$ cat src/rtl/led_pwm_ctrl.sv
// led_pwm_ctrl: per-channel LED pattern generator (OFF, ON, SPARK, SPARK1,
// BLING, BREATH) feeding a serial shift-register frame (74HC595 style).
// Ports:
//   clk, rst_n            - clock, asynchronous active-low reset
//   vld                   - one-cycle strobe sampling reg_din
//   reg_din[4*NUM_LED]    - 4-bit mode code per channel
//   reg_breath[8]         - BREATH ramp length (all channels)
//   led_bling[NUM_LED]    - per-channel BLING advance tick
//   sft_shcp/sft_ds       - shift clock / serial data (led[0] first)
//   sft_stcp              - storage latch pulse after the last bit
//   busy                  - high for the whole frame including the latch cycle
module led_pwm_ctrl #(
  parameter int unsigned NUM_LED    = 8,
  parameter int unsigned CNT_W      = 25,
  parameter int unsigned SPARK_MAX  = 30000000,
  parameter int unsigned BLING_MAX  = 8,
  parameter int unsigned BREATH_MAX = 24'h180000
) (
  input  logic                   clk,
  input  logic                   rst_n,
  input  logic                   vld,
  input  logic [4*NUM_LED-1:0]   reg_din,
  input  logic [7:0]             reg_breath,
  input  logic [NUM_LED-1:0]     led_bling,
  output logic                   sft_shcp,
  output logic                   sft_ds,
  output logic                   sft_stcp,
  output logic                   busy
);

  localparam int unsigned IDX_W = $clog2(NUM_LED) + 1;
  localparam logic [IDX_W-1:0] LAST_IDX = IDX_W'(NUM_LED - 1);
  localparam logic [CNT_W-1:0] C_ONE    = CNT_W'(1);
  localparam logic [CNT_W-1:0] C_SPARK  = CNT_W'(SPARK_MAX);
  localparam logic [CNT_W-1:0] C_BLING  = CNT_W'(BLING_MAX);
  localparam logic [CNT_W-1:0] C_BREATH = CNT_W'(BREATH_MAX);

  localparam logic [3:0] M_OFF    = 4'd0;
  localparam logic [3:0] M_ON     = 4'd1;
  localparam logic [3:0] M_SPARK  = 4'd2;
  localparam logic [3:0] M_SPARK1 = 4'd3;
  localparam logic [3:0] M_BLING  = 4'd4;
  localparam logic [3:0] M_BREATH = 4'd5;

  typedef enum logic [1:0] {IDLE, DATA_LO, DATA_HI, LATCH} state_t;

  // Channel state
  logic [NUM_LED-1:0]   r_led, w_led_nxt;
  logic [CNT_W-1:0]     r_tmr [NUM_LED];
  logic [CNT_W-1:0]     w_tmr_nxt [NUM_LED];
  logic [7:0]           r_d [NUM_LED];
  logic [7:0]           w_d_nxt [NUM_LED];
  logic [7:0]           r_r [NUM_LED];
  logic [7:0]           w_r_nxt [NUM_LED];
  logic [NUM_LED-1:0]   r_f, w_f_nxt;
  logic [4*NUM_LED-1:0] r_din_prev;
  logic [3:0]           w_code [NUM_LED];
  logic [3:0]           w_mode [NUM_LED];
  logic [NUM_LED-1:0]   w_keep;
  logic                 r_req;

  // Shifter state
  state_t               r_state, w_state_nxt;
  logic [IDX_W-1:0]     r_idx, w_idx_nxt;
  logic [NUM_LED-1:0]   r_frame, w_shifted;
  logic                 r_pend, w_load;

  always_comb begin
    for (int unsigned i = 0; i < NUM_LED; i++) begin
      w_led_nxt[i] = r_led[i];
      w_tmr_nxt[i] = r_tmr[i];
      w_d_nxt[i]   = r_d[i];
      w_r_nxt[i]   = r_r[i];
      w_f_nxt[i]   = r_f[i];
      w_code[i]    = reg_din[4*i +: 4];
      w_mode[i]    = r_din_prev[4*i +: 4];
      // A strobe repeating the running SPARK1/BLING/BREATH code is ignored,
      // so the channel keeps running in its current phase.
      w_keep[i]    = (w_code[i] >= M_SPARK1) && (w_code[i] <= M_BREATH) &&
                     (w_code[i] == w_mode[i]);
      if (vld && !w_keep[i]) begin
        case (w_code[i])
          M_OFF, M_ON: begin
            w_led_nxt[i] = w_code[i][0];
            w_tmr_nxt[i] = '0;
            w_d_nxt[i]   = '0;
            w_r_nxt[i]   = '0;
            w_f_nxt[i]   = 1'b0;
          end
          M_SPARK, M_SPARK1, M_BLING: begin
            w_led_nxt[i] = 1'b1;
            w_tmr_nxt[i] = C_ONE;
          end
          M_BREATH: begin
            w_tmr_nxt[i] = C_ONE;
            w_led_nxt[i] = r_f[i] ? (r_d[i] < r_r[i]) : (r_d[i] >= r_r[i]);
          end
          default: ;
        endcase
      end else begin
        case (w_mode[i])
          M_SPARK: begin
            if (r_tmr[i] != '0) begin
              if (r_tmr[i] >= C_SPARK) begin
                w_led_nxt[i] = ~r_led[i];
                w_tmr_nxt[i] = '0;
              end else begin
                w_tmr_nxt[i] = r_tmr[i] + C_ONE;
              end
            end
          end
          M_SPARK1: begin
            if (r_tmr[i] >= C_SPARK) begin
              w_led_nxt[i] = ~r_led[i];
              w_tmr_nxt[i] = C_ONE;
            end else begin
              w_tmr_nxt[i] = r_tmr[i] + C_ONE;
            end
          end
          M_BLING: begin
            if (led_bling[i]) begin
              if (r_tmr[i] >= C_BLING) begin
                w_led_nxt[i] = ~r_led[i];
                w_tmr_nxt[i] = C_ONE;
              end else begin
                w_tmr_nxt[i] = r_tmr[i] + C_ONE;
              end
            end
          end
          M_BREATH: begin
            if (r_tmr[i] >= C_BREATH) begin
              w_tmr_nxt[i] = C_ONE;
              if (r_d[i] >= reg_breath) begin
                w_d_nxt[i] = '0;
                if (r_r[i] >= reg_breath) begin
                  w_r_nxt[i] = '0;
                  w_f_nxt[i] = ~r_f[i];
                end else begin
                  w_r_nxt[i] = r_r[i] + 8'd1;
                end
              end else begin
                w_d_nxt[i] = r_d[i] + 8'd1;
              end
            end else begin
              w_tmr_nxt[i] = r_tmr[i] + C_ONE;
            end
            w_led_nxt[i] = w_f_nxt[i] ? (w_d_nxt[i] < w_r_nxt[i])
                                      : (w_d_nxt[i] >= w_r_nxt[i]);
          end
          default: ;
        endcase
      end
    end
  end

  always_ff @(posedge clk or negedge rst_n) begin
    if (!rst_n) begin
      r_led      <= '0;
      r_f        <= '0;
      r_din_prev <= '0;
      r_req      <= 1'b0;
      for (int unsigned i = 0; i < NUM_LED; i++) begin
        r_tmr[i] <= '0;
        r_d[i]   <= '0;
        r_r[i]   <= '0;
      end
    end else begin
      r_led <= w_led_nxt;
      r_f   <= w_f_nxt;
      if (vld) r_din_prev <= reg_din;
      // Raised in the first cycle the new LED vector is visible.
      r_req <= vld | (w_led_nxt != r_led);
      for (int unsigned i = 0; i < NUM_LED; i++) begin
        r_tmr[i] <= w_tmr_nxt[i];
        r_d[i]   <= w_d_nxt[i];
        r_r[i]   <= w_r_nxt[i];
      end
    end
  end

  // Shifter: state register
  always_ff @(posedge clk or negedge rst_n) begin
    if (!rst_n) begin
      r_state <= IDLE;
      r_idx   <= '0;
      r_frame <= '0;
      r_pend  <= 1'b0;
    end else begin
      r_state <= w_state_nxt;
      r_idx   <= w_idx_nxt;
      if (w_load) r_frame <= r_led;
      r_pend  <= (w_load || r_state == IDLE) ? 1'b0 : (r_pend | r_req);
    end
  end

  // Shifter: next state
  always_comb begin
    w_state_nxt = r_state;
    w_idx_nxt   = r_idx;
    w_load      = 1'b0;
    case (r_state)
      IDLE: begin
        if (r_req) begin
          w_state_nxt = DATA_LO;
          w_idx_nxt   = '0;
          w_load      = 1'b1;
        end
      end
      DATA_LO: w_state_nxt = DATA_HI;
      DATA_HI: begin
        if (r_idx == LAST_IDX) begin
          w_state_nxt = LATCH;
        end else begin
          w_state_nxt = DATA_LO;
          w_idx_nxt   = r_idx + 1'b1;
        end
      end
      LATCH: begin
        if (r_req || r_pend) begin
          w_state_nxt = DATA_LO;
          w_idx_nxt   = '0;
          w_load      = 1'b1;
        end else begin
          w_state_nxt = IDLE;
        end
      end
      default: w_state_nxt = IDLE;
    endcase
  end

  // Shifter: outputs
  always_comb begin
    w_shifted = r_frame >> r_idx;
    sft_shcp  = (r_state == DATA_HI);
    sft_ds    = ((r_state == DATA_LO) || (r_state == DATA_HI)) ? w_shifted[0] : 1'b0;
    sft_stcp  = (r_state == LATCH);
    busy      = (r_state != IDLE);
  end

endmodule

$ cat config.mk
export PLATFORM = sky130hd
export DESIGN_NAME = led_pwm_ctrl
export DESIGN_NICKNAME = d
export VERILOG_FILES = /design/src/rtl/led_pwm_ctrl.sv
export SDC_FILE = /design/constraint.sdc
export NUM_CORES = 1
export LEC_CHECK = 0
export ABC_AREA = 1
export BUFFER_PORTS_ARGS = -buffer_cell sky130_fd_sc_hd__buf_4
export CAP_MARGIN = 25
export CORE_ASPECT_RATIO = 1.1
export CORE_MARGIN = 8
export CORE_UTILIZATION = 40
export DETAILED_ROUTE_END_ITERATION = 10
export PLACE_DENSITY = 0.51
export RECOVER_POWER = 50
export SLEW_MARGIN = 5
export SYNTH_ARGS = -nofsm -noshare
export SYNTH_HDL_FRONTEND = slang
export SYNTH_SLANG_ARGS = --single-unit
$ cat constraint.sdc
create_clock -name clk -period 4.1 [get_ports clk]
set_clock_uncertainty 0.05 [all_clocks]
set_input_delay 0.41 -clock clk [delete_from_list [all_inputs] [get_ports clk]]
set_output_delay 0.41 -clock clk [all_outputs]
set_load 0.05 [all_outputs]
==> results of run 1 <==
[critical path: cells and delay by family, from the launching register on]
family          cells  cell delay (ns)
fa+ha+maj           2             0.59
flops               1             0.39
buf+inv             4             0.26
simple gates       22             1.78
compound gates      5             0.60
[sequential cells by signal (all words and copies together) (netlist names)]
signal and count:
r_tmr 200, r_d 64, r_r 64, r_din_prev 32, r_f 8, r_frame 8
r_led 8, r_idx 4, r_state 2, r_pend 1, r_req 1
[cell families (layout without fill, tap and decap cells)]
logic type / count (synthesis) / after routing
buf+inv: 791 / 1066
fa+ha+maj: 293 / 293
simple gates: 2131 / 2131
xor+xnor: 62 / 62
other cells: 0 / 1
compound gates: 802 / 802
flops: 392 / 392
[report_power, final]
group	internal, uW	switching [uW]
Sequential	4160	318
Clock	2990	1900
Combinational	1450	2330
[cell type report]
cell class                      instances  area (sq um)  share of cell area [%]
Antenna cell                            1          2.50                 0.00689
Clock buffer                           80          1640                    4.52
Clock inverter                         19           199                   0.548
Inverter                              733          2760                    7.59
Multi-Input combinational cell       3288         18700                    51.5
Sequential cell                       392          9810                    27.0
Tap cell                             1045          1310                    3.60
Timing Repair Buffer                  234          1890                    5.20
[what timing repair did]
action | CTS | global route
setup buffers | 0 | 9
setup endpoints to repair | 0 | 2
hold buffers | 28 | 0
endpoints found under the hold margin | 95 | 0
gates resized for setup | 0 | 39
[Yosys cell counts, drive strengths merged, types with 2 or more instances]
cell,count,area share (%)
o22ai,129,2.6
or3,2,0.040
nand3b,13,0.31
a221oi,2,0.076
o211ai,24,0.57
ha,293,12
buf,34,0.79
nor3b,9,0.25
clkinv,2,0.028
a31oi,22,0.46
a21boi,7,0.17
nand4,114,2.3
a22oi,15,0.36
a2bb2oi,10,0.28
xor2,52,1.4
nor3,195,3.6
o32ai,11,0.31
nand2b,2,0.040
nor2,506,6.3
a21oi,213,3.4
dfrtp,392,31
o311ai,2,0.056
and3,5,0.099
clkbuf,24,0.29
a211oi,13,0.33
nand2,906,11
o31ai,7,0.18
o21ai,279,4.5
o41ai,3,0.083
a21o,6,0.14
nand3,344,5.5
o211a,3,0.095
o21bai,10,0.24
xnor2,10,0.28
nor4,28,0.71
or2,6,0.12
o21a,33,0.79
inv,731,8.7
o221ai,7,0.19
[through the flow]
stage | utilization [%] | instances | power (uW) | worst slack (ns)
after floorplan | - | 4471 | 7010 | 0.396
after global placement | 43.5 | 5655 | 8250 | -0.176
after detailed placement | 43.5 | 5655 | 8260 | -0.178
after CTS | 46.2 | 5782 | 13300 | 0.150
after global routing | 46.3 | 5791 | 14000 | -0.0345
final | 46.3 | 5792 | 13100 | 0.297
[per-layer routing]
metal | share of wire, % | track usage (%) | vias to the layer above | routed length (microns)
li1 | - | - | 15500 | -
met1 | 47 | 26.9 | 13900 | 43000
met2 | 47 | 35.8 | 473 | 43500
met3 | 3.7 | 2.71 | 138 | 3360
met4 | 2.4 | 5.93 | 2 | 2250
met5 | 0.0098 | 0 | - | 9
[how the worst max path moves through the flow]
stage / endpoint / slack (ns) / depth (start not counted) / from
finish: r_req / 0.30 / 33 / r_d[16]
global route: r_req / -0.03 / 33 / r_d[16]
CTS: r_req / 0.15 / 33 / r_d[16]
detailed placement: r_req / -0.18 / 28 / reg_breath[3]
global placement: r_req / -0.18 / 30 / reg_breath[3]
floorplan: r_req / 0.40 / 33 / reg_breath[3]
==> run summary, run 1 <==
Entering global routing, the biggest net connects 77 pins. The core outline area is 78400 sq um. The final-layout fill cell count is 8235.

The worst hold path belongs to the class input port to register. The level count of the clock H-tree came out at 2. The final layout contains 5046 nets. Counting I/O delays and the setup requirement, the final critical path takes 3.80 ns. The fraction of layout instances using a drive strength above 1 came out at 10.3%. At the pin with the least slew margin, the transition time is 2.13 ns. In the global route stage, overall resource usage came out at 20.6%. Routability-driven placement finished with a final weighted congestion of 0.872.

The combined area of all synthesized cells is 31500 sq um. The number of failing hold endpoints at the final stage came out at 0. The number of nets with antenna violations after detailed routing came out at 0.

The number of top-level pins came out at 55. The most numerous cell type found on the critical path is sky130_fd_sc_hd__nand2_1. The worst relative slew slack is -42.1%.

The later pin in the worst-skew pair is clocked with a latency of 0.62 ns. After detailed routing, the number of remaining DRC violations is 0. The worst hold margin came out at 0.0615 ns. The number of slew-limit violations in the final report is 77.

The post-synthesis share of cell area spent on xor and xnor gates is 1.73%. Summing over every cut layer, the via total after detailed routing is 30.0k. The number of global-route vias before repair was 30.0k. The number of synthesized flops with an enable pin came out at 0. The checks that failed: capacitance limit, slew limit. The startpoint identified for the worst hold timing path is reg_din[1]. The die covers 87900 sq um. The total negative slack came out at 0 ns.

The finished cells cover 36300 sq um. The nature of the critical path endpoint is a register. The portion of synthesized area spent on multiplexers is 0%. The number of cells traversed by the worst hold path is 3. The largest individual stage delay along the critical path comes from the cell sky130_fd_sc_hd__dfrtp_1. The commonest non-fill, non-tap cell in the layout is sky130_fd_sc_hd__nand2_1. The clock-pin transition on the worst setup and hold timing paths is 0.07 ns. The final layout contains routed wiring with a total length of 92100 microns. In this run the critical register-to-register path is launched from r_d[16]. The sum of overflow across all layers after global routing is 0. The number of nets produced by synthesis is 4815. The end point of the most critical hold path is r_din_prev[1]. The length of the first detailed-routing pass in iterations is 5. Dividing total power by cell area gives a power density of 362 nW/um^2. The cell sitting at the root of the clock tree is a sky130_fd_sc_hd__clkbuf_16.

The number of warnings reported in the yosys synthesis log came out at 0. The worst setup path is of the register to register kind. The average via count per standard cell is 5.19. The floorplan die height is 310 microns. The row count came out at 108.

For this design, the sink count on the clock tree is 392. The number of storage elements in the synthesis netlist came out at 392. From synthesis to final layout, the design area changed by 15.3%.

The average wire length per cell after detail routing is 15.9 microns. After synthesis, the largest family of logic cells by area is simple AND/OR/NAND/NOR gates. The required time reported for the critical path endpoint came out at 4.56 ns.

The fraction of synthesis flops using an asynchronous set or reset pin came out at 100%. The first global-routing pass estimated 153000 microns of wire. The maximum single-stage delay on the critical path is 0.39 ns. The HPWL reported at the end of detailed placement is 70500 microns. The count of buffers inserted at the top-level ports is 54.

The critical path data arrival time came out at 4.26 ns. The number of maximum-capacitance violations is 1. STA classifies the critical path startpoint as a register.

The length in cells of the worst reg-to-reg path is 33. The largest driver fanout on the critical path came out at 4. Buffers inserted during clock tree synthesis total 53.

The TritonCTS clock tree is done. In this run the cell area measured after placement is 34100 sq um. The static leakage came out at 0.0180 uW. Of the total synthesized cell area, the portion taken by AND, OR, NAND and NOR gates is 30.7%. The number of DRC markers in iteration 0 is 1549. The width of the chip is 283 microns.

The portion of the clock cycle consumed by the worst path in the final layout is 92.8%. In this run the critical register-to-register path is captured at r_req. The effective utilization at floorplan came out at 40.2%. The flow ran to the end, but the final reports show violations. The achievable clock frequency is 263 MHz.

The fraction of the mapped netlist area in adder cells is 11.6%. The sequential-to-total area share from yosys stat is 31.2%. Summing the areas of all compound-gate instances in the mapped netlist gives 14.9% of the synthesized area. The leading register cell type out of synthesis is sky130_fd_sc_hd__dfrtp_1. Leaving out fill and tap cells, the most frequent cells in the layout are sky130_fd_sc_hd__nand2_1 (859), sky130_fd_sc_hd__inv_1 (683), sky130_fd_sc_hd__nor2_1 (477). The register-to-register setup slack came out at 0.30 ns. The worst supply voltage drop on vdd came out at 0.000322 V.

The number of antenna violations at the first check in global routing came out at 4. The count of distinct cell types in the synthesized netlist is 75. The final number of setup-violating endpoints is 0. The count of mapped cells out of synthesis came out at 4471.

Dividing the synthesized area by the synthesized cell count gives 7.04 sq um. No sink is reached through more buffers than the 3 on the longest clock path.
Note: power is estimated with default switching activity, not from simulation.
==> run 2: changes to the inputs <==
- CORE_ASPECT_RATIO: 1.1 -> 0.7
==> run 2 against run 1 <==
Against the previous run:
- the flow still finishes with violations (capacitance limit, slew limit)
- critical path depth shrank 3
- sequential cell count is the same
- non-clock buffer count grew 6
==> run summary, run 2 (synthesis gave the netlist of run 1 again) <==
The net count of the finished layout was 5047 (+0.020%). The nature of the critical path endpoint is a register. The final reports fail on capacitance limit, slew limit. The number of top-level pins is 55 (unchanged). The clock net sink count came out at 392 (unchanged). The post-route cell area came out at 36500 sq um (+0.57%).

The launching point of the worst reg2reg path is r_d[35]. The overall power after layout is 13200 uW (+0.75%). The post-placement cell count came out at 5656 (+0.018%). The final standard cell utilization of the core is 46.6% (+0.29 points). The HPWL reported at the end of detailed placement is 70100 microns (-0.58%).

The most flop-heavy register is r_tmr. The most frequent cell on the critical path is sky130_fd_sc_hd__nand2_1. The via total after detailed routing came out at 30.1k (+0.047%). The number of nets with antenna violations after detailed routing is 0 (unchanged). The routing usage on met2 came out at 29.5% (-6.3 points). The level count of the clock H-tree is 2 (unchanged). TritonCTS built the clock tree. The first-pass GRT wire length came out at 152000 microns (-0.53%).

The largest registers in the layout are r_tmr: 200 flops, r_d: 64 flops, r_r: 64 flops. The largest driver fanout on the critical path is 4 (unchanged). The diode insertion count for antenna repair came out at 0 (-1).

The global routing stage identified its most utilized layer as met1. The post-place instance area came out at 34000 sq um (-0.33%). The number of slew-limit violations in the final report came out at 67 (-13%).

The portion of the clock cycle consumed by the worst path in the final layout came out at 93.5% (+0.71 points). The remaining routing DRC violations came out at 0 (unchanged). The floorplan die height is 251 microns (-19%).

The maximum buffer depth of the clock tree is 3 (unchanged). The setup slack of the critical path after layout is 0.268 ns (-0.0290 ns). The overall track demand over capacity in global routing came out at 20.6% (about the same).

The worst setup path is launched from a register. Among all stages on the critical path, the largest delay is contributed by sky130_fd_sc_hd__dfrtp_2. The library cell used most frequently in the layout, excluding fill and tap cells, is sky130_fd_sc_hd__nand2_1. The met3 global-route usage is 2.53% (-0.18 points). The number of failing hold endpoints at the final stage was 0 (unchanged). The worst supply voltage drop on vdd was 0.000527 V (+64%). The routability congestion estimate was 0.863 (-1.0%). The number of antenna violations at the first check in global routing was 1 (-3). The sum of overflow across all layers after global routing came out at 0 (unchanged).

The final critical delay including setup and external delays was 3.83 ns (+0.0290 ns). Setup repair after global routing could not meet its margin everywhere. The routing usage on met1 was 33.0% (+6.1 points). The number of maximum-capacitance violations came to 1 (unchanged). The length of the first detailed-routing pass in iterations is 6 (+1). The fraction of layout instances using a drive strength above 1 came out at 11.2% (+0.98 points). The worst relative slew slack came out at -31.1% (+11 points). The total wire length after detailed routing came to 92000 microns (-0.11%). The maximum single-stage delay on the critical path is 0.50 ns (+0.11 ns).

The average wire length per cell after detail routing is 15.9 microns (-0.23%). In this run the worst hold path is classified as input port to register. The critical path starts at r_d[35]. The clock buffer count from CTS is 48 (-9.4%). The final-layout fill cell count came out at 8032 (-2.5%). The number of non-filler instances in the completed layout is 5799 (+0.12%). The total die area was 88100 sq um (+0.15%).

The number of DRC markers in iteration 0 was 2152 (+39%). The count of buffers inserted at the top-level ports is 54 (unchanged). The critical path data arrival time is 4.26 ns (about the same). The total power divided by cell area came out at 363 nW/um^2 (+0.18%). The clock-pin transition on the worst setup and hold timing paths came out at 0.06 ns (about the same). The clock latency of the later-clocked register in the worst-skew pair is 0.62 ns (about the same). The run finished, with violations left.

Leaving out fill and tap cells, the most frequent cells in the layout are sky130_fd_sc_hd__nand2_1 (850), sky130_fd_sc_hd__inv_1 (678), sky130_fd_sc_hd__nor2_1 (474). The synthesis-to-layout area growth is 16.0%. The effective utilization at floorplan came out at 40.2% (about the same). The number of global-route vias before repair is 28.1k (-6.2%).

CTS placed an instance of sky130_fd_sc_hd__clkbuf_16 at the clock tree root. The final number of setup-violating endpoints came out at 0 (unchanged). The worst slack after detailed placement was -0.212 ns (-0.0336 ns). The core outline area is 78300 sq um (about the same).

The average via count per standard cell came out at 5.18 (about the same). The number of flip-flops in the largest register came to 200 (unchanged). The achievable clock frequency is 261 MHz (-0.76%). The width of the chip is 351 microns (+24%). The largest net degree at the start of global routing came to 91 (+18%).

The actual slew at the worst max-slew pin is 1.97 ns (-0.164 ns). The static leakage came out at 0.0180 uW (about the same). The row count is 86 (-20%). The required time reported for the critical path endpoint came out at 4.53 ns (-0.03 ns).

The startpoint-to-endpoint class of the critical path is register to register. The hold path startpoint is reg_din[28].
==> run 2: timing repair <==
| action | CTS | global route |
|---|---|---|
| hold buffers | 23 | 0 |
| endpoints found under the setup margin | 0 | 1 |
| resized for setup | 0 | 84 |
| endpoints found under the hold margin | 87 | 0 |
| setup buffers | 0 | 30 |
==> run 2: power breakdown <==
| part | total, uW | internal (uW) | leakage (uW) | switching [uW] |
|---|---|---|---|---|
| combinational | 3860 | 1490 | 0.0118 | 2370 |
| sequential | 4490 | 4150 | 0.00528 | 330 |
| clock | 4890 | 2990 | 0.000852 | 1910 |
==> run 2: cell type report <==
class | instances | area [sq um] | area share [%]
Clock buffer | 59 | 1320 | 3.60
Clock inverter | 31 | 473 | 1.30
Inverter | 733 | 2760 | 7.56
Multi-Input combinational cell | 3288 | 18900 | 51.6
Sequential cell | 392 | 9830 | 26.9
Tap cell | 1056 | 1320 | 3.62
Timing Repair Buffer | 240 | 1960 | 5.37
==> run 2: worst max-delay path: cells and delay by family, from the launching register on <==
kind / cells / cell delay (ns)
buf+inv: 5 / 0.48
compound gates: 4 / 0.47
simple gates: 19 / 1.60
flops: 1 / 0.50
fa+ha+maj: 2 / 0.57
==> run 2: final timing paths <==
| check | endpoint | slack (ns) | cells past startpoint |
|---|---|---|---|
| min in group asynchronous | r_tmr[63] | 0.86 | 2 |
| worst max register to register | r_req | 0.27 | 30 |
| max in group asynchronous | r_tmr[40] | 1.76 | 3 |
| worst min-delay path | r_din_prev[28] | 0.04 | 3 |
| worst max-delay path | r_req | 0.27 | 30 |
| worst min register to register | r_idx[3] | 0.43 | 1 |
==> run 2: layer usage <==
| metal | vias up | routed length (microns) |
|---|---|---|
| li1 | 15500 | - |
| met1 | 13800 | 49600 |
| met2 | 637 | 36900 |
| met3 | 84 | 4320 |
| met4 | 0 | 1210 |
| met5 | - | 0 |
==> run 2: per-stage QoR <==
step                hold slack (ns)  setup TNS, ns
CTS                        0.000152              0
global route                 0.0439        -0.0706
floorplan                    0.0644              0
finish                       0.0389              0
detailed placement            0.400         -0.212
global placement              0.400         -0.119
